**src/rtl/mem_arbiter.sv**
```systemverilog
// mem_arbiter
//   Two-requester arbiter in front of a single-port synchronous SRAM.
//   Instruction fetch (IF, read-only) and data memory (DM, read/write)
//   compete for the port. DM wins by default. A starvation counter forces
//   an IF grant after STARVE_MAX consecutive DM grants while IF waits.
//   Grants are combinational: the winner's address and controls reach the
//   SRAM in the grant cycle. A one-entry response register routes sram_do
//   back to the owner one cycle later.
//
// Ports
//   clk, rst                 clock, asynchronous active-high reset
//   if_req, if_addr          IF read request and word address
//   dm_req, dm_web, dm_bweb,
//   dm_addr, dm_wdata        DM request, active-low write enable and bit mask,
//                            word address, write data
//   if_gnt, dm_gnt           request accepted this cycle
//   if_stall, dm_stall       request pending but not granted
//   if_rvalid, if_rdata      IF response (read data), one cycle after grant
//   dm_rvalid, dm_rdata      DM response (read data or write ack)
//   sram_ceb, sram_web,
//   sram_bweb, sram_a,
//   sram_di                  SRAM controls (active-low), address, write data
//   sram_do                  SRAM read data, one cycle after the address
module mem_arbiter #(
    parameter int STARVE_MAX = 4
) (
    input  logic        clk,
    input  logic        rst,
    input  logic        if_req,
    input  logic [13:0] if_addr,
    input  logic        dm_req,
    input  logic        dm_web,
    input  logic [31:0] dm_bweb,
    input  logic [13:0] dm_addr,
    input  logic [31:0] dm_wdata,
    output logic        if_gnt,
    output logic        dm_gnt,
    output logic        if_rvalid,
    output logic        dm_rvalid,
    output logic [31:0] if_rdata,
    output logic [31:0] dm_rdata,
    output logic        if_stall,
    output logic        dm_stall,
    output logic        sram_ceb,
    output logic        sram_web,
    output logic [31:0] sram_bweb,
    output logic [13:0] sram_a,
    output logic [31:0] sram_di,
    input  logic [31:0] sram_do
);

    localparam int CW = (STARVE_MAX < 1) ? 1 : $clog2(STARVE_MAX + 1);

    typedef enum logic {
        OWN_IF = 1'b0,
        OWN_DM = 1'b1
    } owner_t;

    logic [CW-1:0] starve_cnt;
    logic          starved;
    logic          resp_valid;
    owner_t        resp_owner;

    assign starved = (starve_cnt == CW'(STARVE_MAX));

    // Grant decision. Held at zero during reset so the SRAM sees no access.
    // NOTE: every signal assigned in an always_comb gets a default first;
    // a path that leaves one unassigned would infer a latch.
    always_comb begin
        if_gnt = 1'b0;
        dm_gnt = 1'b0;
        if (!rst) begin
            if_gnt = if_req && (!dm_req || starved);
            dm_gnt = dm_req && !if_gnt;
        end
    end

    assign if_stall = if_req & ~if_gnt;
    assign dm_stall = dm_req & ~dm_gnt;

    // SRAM port: idle unless a grant is issued; IF is always a read.
    always_comb begin
        sram_ceb  = 1'b1;
        sram_web  = 1'b1;
        sram_bweb = '1;
        sram_a    = '0;
        sram_di   = '0;
        if (dm_gnt) begin
            sram_ceb  = 1'b0;
            sram_web  = dm_web;
            sram_bweb = dm_bweb;
            sram_a    = dm_addr;
            sram_di   = dm_wdata;
        end else if (if_gnt) begin
            sram_ceb  = 1'b0;
            sram_a    = if_addr;
        end
    end

    // Starvation counter and response register. Reset discards any
    // response still pending, so a pre-reset grant never returns.
    // NOTE: sequential state uses non-blocking assignments so every flop
    // samples the values from before the edge.
    always_ff @(posedge clk or posedge rst) begin
        if (rst) begin
            starve_cnt <= '0;
            resp_valid <= 1'b0;
            resp_owner <= OWN_IF;
        end else begin
            resp_valid <= if_gnt | dm_gnt;
            resp_owner <= dm_gnt ? OWN_DM : OWN_IF;
            if (!if_req || if_gnt) begin
                starve_cnt <= '0;
            end else if (dm_gnt && !starved) begin
                starve_cnt <= starve_cnt + CW'(1);
            end
        end
    end

    assign if_rvalid = resp_valid && (resp_owner == OWN_IF);
    assign dm_rvalid = resp_valid && (resp_owner == OWN_DM);
    assign if_rdata  = if_rvalid ? sram_do : '0;
    assign dm_rdata  = dm_rvalid ? sram_do : '0;

endmodule

```
**config.mk**
```make
export PLATFORM = sky130hd
export DESIGN_NAME = mem_arbiter
export DESIGN_NICKNAME = d
export VERILOG_FILES = /design/src/rtl/mem_arbiter.sv
export SDC_FILE = /design/constraint.sdc
export NUM_CORES = 1
export LEC_CHECK = 0
export BUFFER_PORTS_ARGS = -buffer_cell sky130_fd_sc_hd__buf_4
export CAP_MARGIN = 20
export CELL_PAD_IN_SITES_DETAIL_PLACEMENT = 1
export CELL_PAD_IN_SITES_GLOBAL_PLACEMENT = 1
export CORE_AREA = 2 2 109 111
export CTS_CLUSTER_SIZE = 10
export DETAILED_ROUTE_END_ITERATION = 12
export DIE_AREA = 0 0 111 113
export GPL_TIMING_DRIVEN = 0
export PLACE_DENSITY = 0.79
export SLEW_MARGIN = 0
export SYNTH_ARGS = -nofsm -noshare
export SYNTH_HDL_FRONTEND = slang
export SYNTH_SLANG_ARGS = --single-unit
```
**constraint.sdc**
```tcl
create_clock -name clk -period 2.3 [get_ports clk]
set_clock_uncertainty 0.1 [all_clocks]
set_input_delay 0.46 -clock clk [delete_from_list [all_inputs] [get_ports clk]]
set_output_delay 0.46 -clock clk [all_outputs]
set_load 0.03 [all_outputs]
```
==> results.md, run 1 <==
* Fill count at 1,378
* Pwr dens at 297.6 nW/um2
* Port bufs at 278
* Die Height at 113 um
* Mapped Area at 1356 um2
* First-pass GRT wire length at 14.77 mm
* Yosys warns at 0
* Worst relative slew slack at 78.05%
* Root Buffer: clkbuf_16
* Max clock buf depth at 2
* CTS H-tree depth at 1
* Register bit total from synthesis at 5
* Starting DRT DRC Count at 80
* Largest net degree at the start of global routing at 12
* Worst-path maximum fanout at 7
* Final worst-path cycle share at 99.21%
* Initial Util at 12.03%
* Setup crit start kind: flip-flop
* Ratio of cells with drive above 1 in the final layout at 64.89%
* CP dominant cell by count: buf_6
* Clk slew on worst S/H paths at 0.03 ns
* Reg2reg setup slack at 0.78 ns
* Die X at 111 um
* CP required at 1.74 ns
* Seq/Total Area, Yosys at 9.225%
* Routed WL per cell at 16.07 um
* DRT Pass-1 Iters at 4
* DRT Wirelength at 10.13 mm
* Io pins at 279
* Critical Path Max Stage Delay at 0.38 ns
* Worst path cell trace: inv_2 -> ha_4 -> a21boi_4 -> nor3b_4 -> buf_6 -> buf_4 -> a22o_1 -> buf_6
* Min cycle time layout at 2.282 ns
* CP endpoint kind: output port
* Fmax at 438.3 MHz
* Mapped Cells at 192
* Number of global-route vias before repair at 2,675
* R2r startpoint: starve_cnt[0]
* Crit Path Class: reg2out
* Hold WS at 0.09477 ns
* Net Count, Synth at 323
* Multi-input gate area at 1142 um2
* FF-to-FF End: resp_valid
* Area Overhead vs Synth at 192.5%
* Distinct cell type count after synthesis at 26
* Leakage at 2.210 nW
* DRC at 0
* Avg Inst Size Synth at 7.064 um2
* Global route overflow at 0
* Vias at 2,573
* Core area at 11,270 um2
* Peak supply drop at 0.1971 mV
* Max Slew Vio Count at 0
* Final count of negative-setup-slack endpoints at 0
* Min-delay worst type: in2async
* Path depth of the worst reg2reg path at 6
* HPWL after DPL at 8.869 mm
* Worst EP arrival at 1.72 ns
* Unrepaired setup endpoints after global routing: yes
* Final count of hold timing violations at 0
* Final ANT Viol Nets at 0
* Worst-skew pair later-pin latency at 0.23 ns
* Number of max-cap violations at 0
* Worst-Margin Slew at 0.3293 ns
* CTS tree: done
* Net count, final at 619
* Final worst slack at 0.01823 ns
* Ant. Diodes at 0
* Critical path's slowest cell: dfrtp_1
* Clock sink count at 5
* RePlAce Congestion at 0.8804
* Gr usage total at 14.57%
* Reg area at 125.1 um2
* Setup WS pre-CTS at -0.09327 ns
* Clock buffer count from CTS at 3
* Run status: finished clean
* FP Rows at 39
* Final core occ at 35.20%
* Die area at 12,540 um2
* Vias per cell at 4.084
* CTS Hold Bufs at 0
* Initial antenna violation count at 0
==> per-layer routing <==
metal  wire length, um  vias to the layer above  share of wire, %  GRT usage [%]
met5                 0                        -                 0              0
met4               155                        0               1.5          3.250
met3               951                       12               9.4          4.178
met2              5582                      161                55          30.14
met1              3437                     1182                34          14.13
li1                  -                     1218                 -              -
==> layout by cell type, fill, tap and decap left out, types with 2 or more instances in the layout <==
cell / instances
nand2b_1: 33
nand2_1: 2
inv_2: 2
clkbuf_1: 7
and2_1: 65
buf_6: 21
clkbuf_2: 3
buf_8: 3
buf_4: 273
and3_1: 32
a22o_1: 14
dfrtp_1: 5
nor2b_1: 2
clkbuf_16: 5
a21boi_0: 2
==> power by group <==
part	switching (mW)	internal, mW	total, mW
Sequential	0.00565	0.0921	0.0977
Combinational	0.412	0.384	0.797
Clock	0.0567	0.230	0.286
Total	0.475	0.706	1.18
==> cells in the mapped netlist (all sizes together) <==
master  number  area share, %
and2        65             30
nand2b      34             16
and3        32             15
a22o        14            9.0
clkbuf      11            3.2
buf          8            4.8
dfrtp        5            9.2
a21boi       4            2.5
inv          3           0.83
nor2b        3            1.4
ha           2            1.8
nand2        2           0.55
nor3b        2            1.9
a211o        1           0.65
a31oi        1           0.92
nand3        1           0.37
nor2         1           0.28
o21ai        1           0.37
or2          1           0.46
or3b         1           0.65
==> critical path: cells and delay by family (launching register included) <==
kind                       cells  cell delay (ns)
buffers and inverters          4             0.52
and+or+nand+nor                1             0.18
adders and majority gates      1             0.17
AOI/OAI and AO/OA              2             0.24
DFF                            1             0.38
==> flip-flops by register name, indices dropped and copies added, names as in the netlist <==
register    count
starve_cnt      3
resp_valid      1
resp_owner      1
==> worst max-delay path by stage <==
stage / start / to / slack, ns / depth (start not counted)
floorplan: starve_cnt[0] / sram_a[10] / 0.15 / 6
finish: starve_cnt[0] / sram_a[0] / 0.02 / 8
global route: starve_cnt[0] / sram_a[0] / -0.04 / 8
CTS: starve_cnt[1] / sram_a[0] / -0.005 / 7
global placement: starve_cnt[0] / sram_a[6] / -0.07 / 7
detailed placement: starve_cnt[0] / sram_a[10] / -0.09 / 7
==> layout make-up <==
type,instances,share of cell area [%]
well taps,143,4.510
multi-input cells,165,28.79
plain buffers,19,3.627
flip-flops and latches,5,3.154
clock buffers,4,1.987
inverters,3,0.2838
repair buffers,291,57.65
==> repair_timing <==
action	CTS	global route
setup buffers	8	3
setup endpoints to repair	103	97
resized for setup	16	29
gates cloned	0	2
pin swaps	5	10
==> metrics by stage <==
stage	setup TNS [ns]	area (um2)	instances	power, mW
3_5_place_dp	-0.5642	3622	613	0.8559
6_report	0	3968	630	1.181
4_1_cts	-0.004866	3819	625	1.167
5_1_grt	-0.2780	3968	630	1.240
2_1_floorplan	0	1356	192	0.4628
3_3_place_gp	-0.3241	3622	613	0.8436
==> cell families after synthesis <==
logic type / after synthesis / share of synthesized area, %
and+or+nand+nor: 142 / 66.61
buffers and inverters: 22 / 8.856
AOI/OAI and AO/OA: 21 / 13.47
DFF: 5 / 9.225
adders and majority gates: 2 / 1.845
(Power assumes the default switching activity.)
==> inputs of run 2 (changes only) <==
CTS_BUF_LIST = sky130_fd_sc_hd__clkbuf_4   (was default)
==> results.md, run 2 (synthesized netlist as in run 1, its figures left out) <==
* RePlAce Congestion at 0.8804 (unchanged)
* Unrepaired setup endpoints after global routing: yes
* Most frequent cells in the layout: buf_4, and2_1, nand2b_1, and3_1, buf_6
* Sequential Power Share at 9.7% (+1.4 points)
* Final worst-path cycle share at 100.3% (+1.1 points)
* Post-route cell area at 3925 um2 (-1.1%)
* Critical Path Max Stage Delay at 0.39 ns (about the same)
* Final count of negative-setup-slack endpoints at 2 (+2)
* Final count of hold timing violations at 0 (unchanged)
* Largest net degree at the start of global routing at 12 (unchanged)
* Path depth of the worst reg2reg path at 6 (unchanged)
* Peak supply drop at 0.08901 mV (-55%)
* Clock buffer count from CTS at 3 (unchanged)
* Net count, final at 619 (unchanged)
* Worst relative slew slack at 78.13% (+0.087 points)
* Number of global-route vias before repair at 2,669 (-0.22%)
* Pwr dens at 258.3 nW/um2 (-13%)
* Io pins at 279 (unchanged)
* Die Height at 113 um (unchanged)
* Root Buffer: clkbuf_4
* Global route overflow at 0 (unchanged)
* Run status: complete, but fails checks
* Vias at 2,567 (-0.23%)
* Gr usage total at 14.74% (+0.17 points)
* Max Slew Vio Count at 0 (unchanged)
* FP Rows at 39 (unchanged)
* Power, Total at 1.014 mW (-14%)
* Ratio of cells with drive above 1 in the final layout at 65.09% (+0.21 points)
* Core area at 11,270 um2 (unchanged)
* Worst path cell trace: inv_2 -> ha_4 -> a21boi_4 -> nor3b_4 -> buf_6 -> clkbuf_16 -> a22o_1 -> buf_6
* Setup WS pre-CTS at -0.09327 ns (unchanged)
* CP required at 1.74 ns (about the same)
* DRT Wirelength at 10.08 mm (-0.47%)
* Starting DRT DRC Count at 89 (+11%)
* Worst-Margin Slew at 0.3280 ns (-0.001301 ns)
* Worst-path maximum fanout at 7 (unchanged)
* Final ANT Viol Nets at 0 (unchanged)
* Failing checks: negative setup slack
* Die area at 12,540 um2 (unchanged)
* Clk slew on worst S/H paths at 0.05 ns (+0.02 ns)
* HPWL after DPL at 8.869 mm (unchanged)
* Clock sink count at 5 (unchanged)
* Min cycle time layout at 2.308 ns (+0.02623 ns)
* Routed WL per cell at 16.00 um (-0.47%)
* Die X at 111 um (unchanged)
* Internal power at 0.5538 mW (-22%)
* Worst-skew pair later-pin latency at 0.26 ns (+0.03 ns)
* CTS H-tree depth at 1 (unchanged)
* DRT Pass-1 Iters at 4 (unchanged)
* Largest registers: starve_cnt x3, resp_owner x1, resp_valid x1
* Power share of the clock group at 11.8% (-12 points)
* CP dominant cell by count: buf_6
* Sw power at 0.4602 mW (-3.0%)
* Initial Util at 12.03% (unchanged)
* Leakage at 2.192 nW (-0.80%)
* Max FFs per register at 3 (unchanged)
* Crit Path Class: reg2out
* Critical path's slowest cell: dfrtp_1
* Final worst slack at -0.007997 ns (-0.02623 ns)
* DRC at 0 (unchanged)
* Ant. Diodes at 0 (unchanged)
* Most common cell after layout, fill and taps aside: buf_4
* Area Overhead vs Synth at 189.4%
* Sw Ratio at 45.39% (+5.2 points)
* Vias per cell at 4.075 (-0.23%)
* Initial antenna violation count at 0 (unchanged)
* Setup crit start kind: flip-flop
* CTS Hold Bufs at 0 (unchanged)
* DP Area at 3622 um2 (unchanged)
* Biggest register: starve_cnt
* Max clock buf depth at 2 (unchanged)
* Port bufs at 278 (unchanged)
* Min-delay worst type: in2async
* CTS tree: done
* Fmax at 433.3 MHz (-1.1%)
* Number of max-cap violations at 0 (unchanged)
* CP endpoint kind: output port
* Worst EP arrival at 1.75 ns (+0.03 ns)
* Comb pwr share at 78.6% (+11 points)
* First-pass GRT wire length at 14.86 mm (+0.60%)
* Setup tns final at -0.01400 ns (-0.01400 ns)
[run 2: changes by cell type in the layout (fill, tap and decap cells not counted), sizes merged]
cell    delta
buf        +2
clkbuf     -2
[run 2: path summary, 6_finish.rpt]
check | to | slack [ns] | startpoint
setup / recovery | sram_a[9] | -0.008 | starve_cnt[0]
setup reg to reg | resp_valid | 0.80 | starve_cnt[0]
min in group clk | starve_cnt[1] | 0.41 | if_req
hold / removal | starve_cnt[2] | 0.06 | rst
max in group asynchronous | resp_valid | 1.85 | rst
hold reg to reg | starve_cnt[0] | 0.60 | starve_cnt[0]
[run 2: final cells by class]
cell class,count,area [um2]
multi-input combinational,165,1147
clock buffer,4,30.03
timing repair buffer,291,2285
fill,1379,7347
sequential,5,125.1
inverter,3,11.26
tap,143,178.9
buffer,19,147.6
[run 2: metal layers]
metal  vias up  wire length (um)  GRT usage (%)  share of wire, %
li1       1218                 -              -                 -
met1      1173              3390          14.23                34
met2       163              5558          30.27                55
met3        13               969          4.339               9.6
met4         0               160          3.750               1.6
met5         -                 0              0                 0
[run 2: power groups by stage]
stage,clock network [mW],logic [mW],registers (mW)
floorplan,0,0.366,0.0964
global placement,0,0.744,0.0994
detailed placement,0,0.756,0.0997
CTS,0.122,0.784,0.0979
global route,0.130,0.841,0.0992
finish,0.120,0.797,0.0979
[run 2: metrics by stage]
step	cells	hold WS, ns	util (%)
3_3_place_gp	613	0.3264	32.13
3_5_place_dp	613	0.3317	32.13
2_1_floorplan	192	0.1466	-
4_1_cts	627	0.06164	33.71
6_report	630	0.06310	34.82
5_1_grt	630	0.07913	34.82
[run 2: worst max-delay path, delay by kind of cell (launching register included)]
kind                     cells  cell delay, ns
AO/OA/AOI/OAI                2            0.21
adder cells (fa/ha/maj)      1            0.17
buffers and inverters        4            0.54
flip-flops                   1            0.39
AND/OR/NAND/NOR              1            0.18
[run 2: timing repair]
action,4_1_cts,5_1_grt
gates resized for setup,19,33
pin swaps,4,10
buffers inserted,10,2
setup endpoints to repair,109,107
gates cloned,0,1
==> inputs of run 3 (changes only) <==
ABC_AREA = 1   (was default)
CORE_AREA = default   (was 2 2 109 111)
CORE_ASPECT_RATIO = 1.1   (was default)
CORE_MARGIN = 2   (was default)
CORE_UTILIZATION = 12   (was default)
CTS_CLUSTER_DIAMETER = 150   (was default)
DIE_AREA = default   (was 0 0 111 113)
PLACE_DENSITY = 0.83   (was 0.79)
==> results.md, run 3 <==
* Run status: complete, but fails checks
* Failing checks: negative setup slack
* Io pins at 279 (unchanged)
* Pwr dens at 240.2 nW/um2 (-7.0%)
* Min cycle time layout at 2.355 ns (+0.04733 ns)
* CTS tree: done
* Mapped Cells at 294 (+53%)
* Worst-Margin Slew at 0.4575 ns (+0.1295 ns)
* HPWL after DPL at 8.417 mm (-5.1%)
* Initial Util at 12.21% (+0.17 points)
* Worst relative slew slack at 69.50% (-8.6 points)
* Synth top area share at 27.27% (-2.7 points)
* RePlAce Congestion at 0.7656 (-13%)
* Root Buffer: clkbuf_4
* Peak supply drop at 0.1273 mV (+43%)
* Number of max-cap violations at 0 (unchanged)
* Final core occ at 36.77% (+2.0 points)
* FF-to-FF End: resp_valid
* FP Rows at 41 (+5.1%)
* Post-route cell area at 4188 um2 (+6.7%)
* Largest net degree at the start of global routing at 12 (unchanged)
* Cell Count Post-Placement at 721 (+18%)
* Synth top area cells: nor2_1, inv_1, or2_2
* Final worst-path cycle share at 102.4% (+2.1 points)
* Most area-hungry cell type in the Yosys netlist: nor2_1
* Initial antenna violation count at 0 (unchanged)
* Non-filler cells in the finished layout at 738 (+17%)
* DRC at 0 (unchanged)
* Avg Inst Size Synth at 4.728 um2 (-33%)
* Hold WS at 0.1051 ns (+0.04198 ns)
* Max Slew Vio Count at 0 (unchanged)
* CP endpoint kind: output port
* CTS H-tree depth at 1 (unchanged)
* Power, Total at 1.006 mW (-0.82%)
* Min-delay worst type: in2async
* Fill count at 1,495 (+8.4%)
* Worst EP arrival at 1.80 ns (+0.05 ns)
* Most frequent cell after synthesis: nor2_1
* Comb pwr share at 79.2% (+0.6 points)
* Gr usage total at 13.90% (-0.84 points)
* Sequential Power Share at 9.5% (-0.2 points)
* Starting DRT DRC Count at 83 (-6.7%)
* Sw power at 0.4697 mW (+2.1%)
* CP required at 1.74 ns (about the same)
* Net count, final at 720 (+16%)
* Final worst slack at -0.05532 ns (-0.04733 ns)
* Power share of the clock group at 11.4% (-0.4 points)
* Fraction of registers with async set/reset at 100.0% (unchanged)
* Vias per cell at 3.893 (-4.5%)
* Setup tns final at -1.216 ns (-1.202 ns)
* Worst-path maximum fanout at 6 (-1)
* Most frequent cells in the layout: buf_4, nor2_1, inv_1, buf_6
* Core area at 11,390 um2 (+1.0%)
* Most common cell after layout, fill and taps aside: buf_4
* R2r startpoint: starve_cnt[1]
* Internal power at 0.5360 mW (-3.2%)
* Most frequent cells after synthesis: nor2_1, inv_1, nand2_1, or2_2, nand3_1
* Mapped Area at 1390 um2 (+2.5%)
* Top_reg_cell synth: dfrtp_1
* Leakage at 2.504 nW (+14%)
* Clock buffer count from CTS at 3 (unchanged)
* Port bufs at 277 (-0.36%)
* Final ANT Viol Nets at 0 (unchanged)
* Largest registers: starve_cnt x3, resp_owner x1, resp_valid x1
* Sw Ratio at 46.70% (+1.3 points)
* Die area at 12,460 um2 (-0.65%)
* Yosys warns at 0 (unchanged)
* Final count of negative-setup-slack endpoints at 55 (+53)
* Path depth of the worst reg2reg path at 8 (+2)
* Routed WL per cell at 13.86 um (-13%)
* Max clock buf depth at 2 (unchanged)
* Vias at 2,873 (+12%)
* Number of synthesized flops with an enable pin at 0 (unchanged)
* Seq/Total Area, Yosys at 9.001% (-0.22 points)
* Area Overhead vs Synth at 201.3%
* Critical Path Max Stage Delay at 0.37 ns (-0.02 ns)
* Reg2reg setup slack at 0.87 ns (+0.07 ns)
* Setup crit start kind: flip-flop
* Worst-skew pair later-pin latency at 0.25 ns (about the same)
* Max FFs per register at 3 (unchanged)
* Setup WS pre-CTS at 0.04478 ns (+0.1381 ns)
* Clock sink count at 5 (unchanged)
* Die Height at 116.9 um (+3.4%)
* Register bit total from synthesis at 5 (unchanged)
* Biggest register: starve_cnt
* Worst path cell trace: inv_2 -> ha_4 -> nand2_2 -> nand2_2 -> nand2_4 -> nand2_4 -> buf_8 -> buf_6 -> or2_1 -> buf_6
* First-pass GRT wire length at 13.94 mm (-6.1%)
* Crit Path Class: reg2out
* Clk slew on worst S/H paths at 0.04 ns (about the same)
* Fmax at 424.6 MHz (-2.0%)
* Final count of hold timing violations at 0 (unchanged)
* Distinct cell type count after synthesis at 18 (-31%)
* Net Count, Synth at 425 (+32%)
* DRT Pass-1 Iters at 4 (unchanged)
* Number of global-route vias before repair at 2,868 (+7.5%)
* DRT Wirelength at 10.23 mm (+1.5%)
* DP Area at 3657 um2 (+0.97%)
* Die X at 106.6 um (-3.9%)
* Ratio of cells with drive above 1 in the final layout at 62.76% (-2.3 points)
* Unrepaired setup endpoints after global routing: yes
* Ant. Diodes at 0 (unchanged)
* Critical path's slowest cell: dfrtp_1
* Global route overflow at 0 (unchanged)
run 3: worst max-delay path: cells and delay by family (launching register included):
family        cells  cell delay, ns
flops             1            0.37
buf+inv           4            0.47
fa+ha+maj         1            0.16
simple gates      5            0.53
run 3: how the worst max path moves through the flow:
stage	cells past startpoint	end	slack, ns	start
after floorplan	9	dm_stall	0.05	starve_cnt[0]
after global placement	9	sram_bweb[20]	0.08	starve_cnt[0]
after detailed placement	10	sram_bweb[11]	0.04	starve_cnt[0]
after CTS	10	sram_bweb[11]	-0.05	starve_cnt[1]
after global routing	10	sram_bweb[15]	-0.16	starve_cnt[1]
final	10	sram_bweb[15]	-0.06	starve_cnt[1]
run 3: area by class of cell:
| cell class | count | area [um2] | area share (%) |
|---|---|---|---|
| buffer | 16 | 123.9 | 2.958 |
| clock buffer | 4 | 30.03 | 0.7171 |
| inverter | 75 | 281.5 | 6.722 |
| multi-input combinational | 197 | 1052 | 25.13 |
| sequential | 5 | 125.1 | 2.988 |
| tap | 150 | 187.7 | 4.482 |
| timing repair buffer | 291 | 2387 | 57.01 |
run 3: power groups by stage:
stage	logic (mW)	registers (mW)	clock network, mW
6_report	0.796	0.0951	0.114
5_1_grt	0.848	0.0957	0.127
4_1_cts	0.749	0.0952	0.119
3_5_place_dp	0.709	0.0964	0
3_3_place_gp	0.693	0.0964	0
2_1_floorplan	0.346	0.0949	0
run 3: metal layers:
layer	GRT usage, %	share of wire (%)	vias to the layer above
met5	0	0	-
met3	3.322	9.4	11
met4	3.377	1.3	0
met1	14.81	34	1292
met2	27.52	55	166
li1	-	-	1404
run 3: what timing repair did:
| action | in CTS | in global routing |
|---|---|---|
| pin swaps | 5 | 5 |
| hold buffers | 0 | 0 |
| setup buffers | 8 | 3 |
| gates resized for setup | 49 | 75 |
| cloned | 2 | 1 |
| endpoints found under the hold margin | 0 | 0 |
| setup endpoints to repair | 80 | 82 |
run 3: cells by family after synthesis:
| kind of cell | Yosys count | synth area share [%] |
|---|---|---|
| buffers and inverters | 92 | 26.73 |
| AOI/OAI and AO/OA | 5 | 1.800 |
| adders and majority gates | 2 | 1.800 |
| and+or+nand+nor | 190 | 60.67 |
| DFF | 5 | 9.001 |
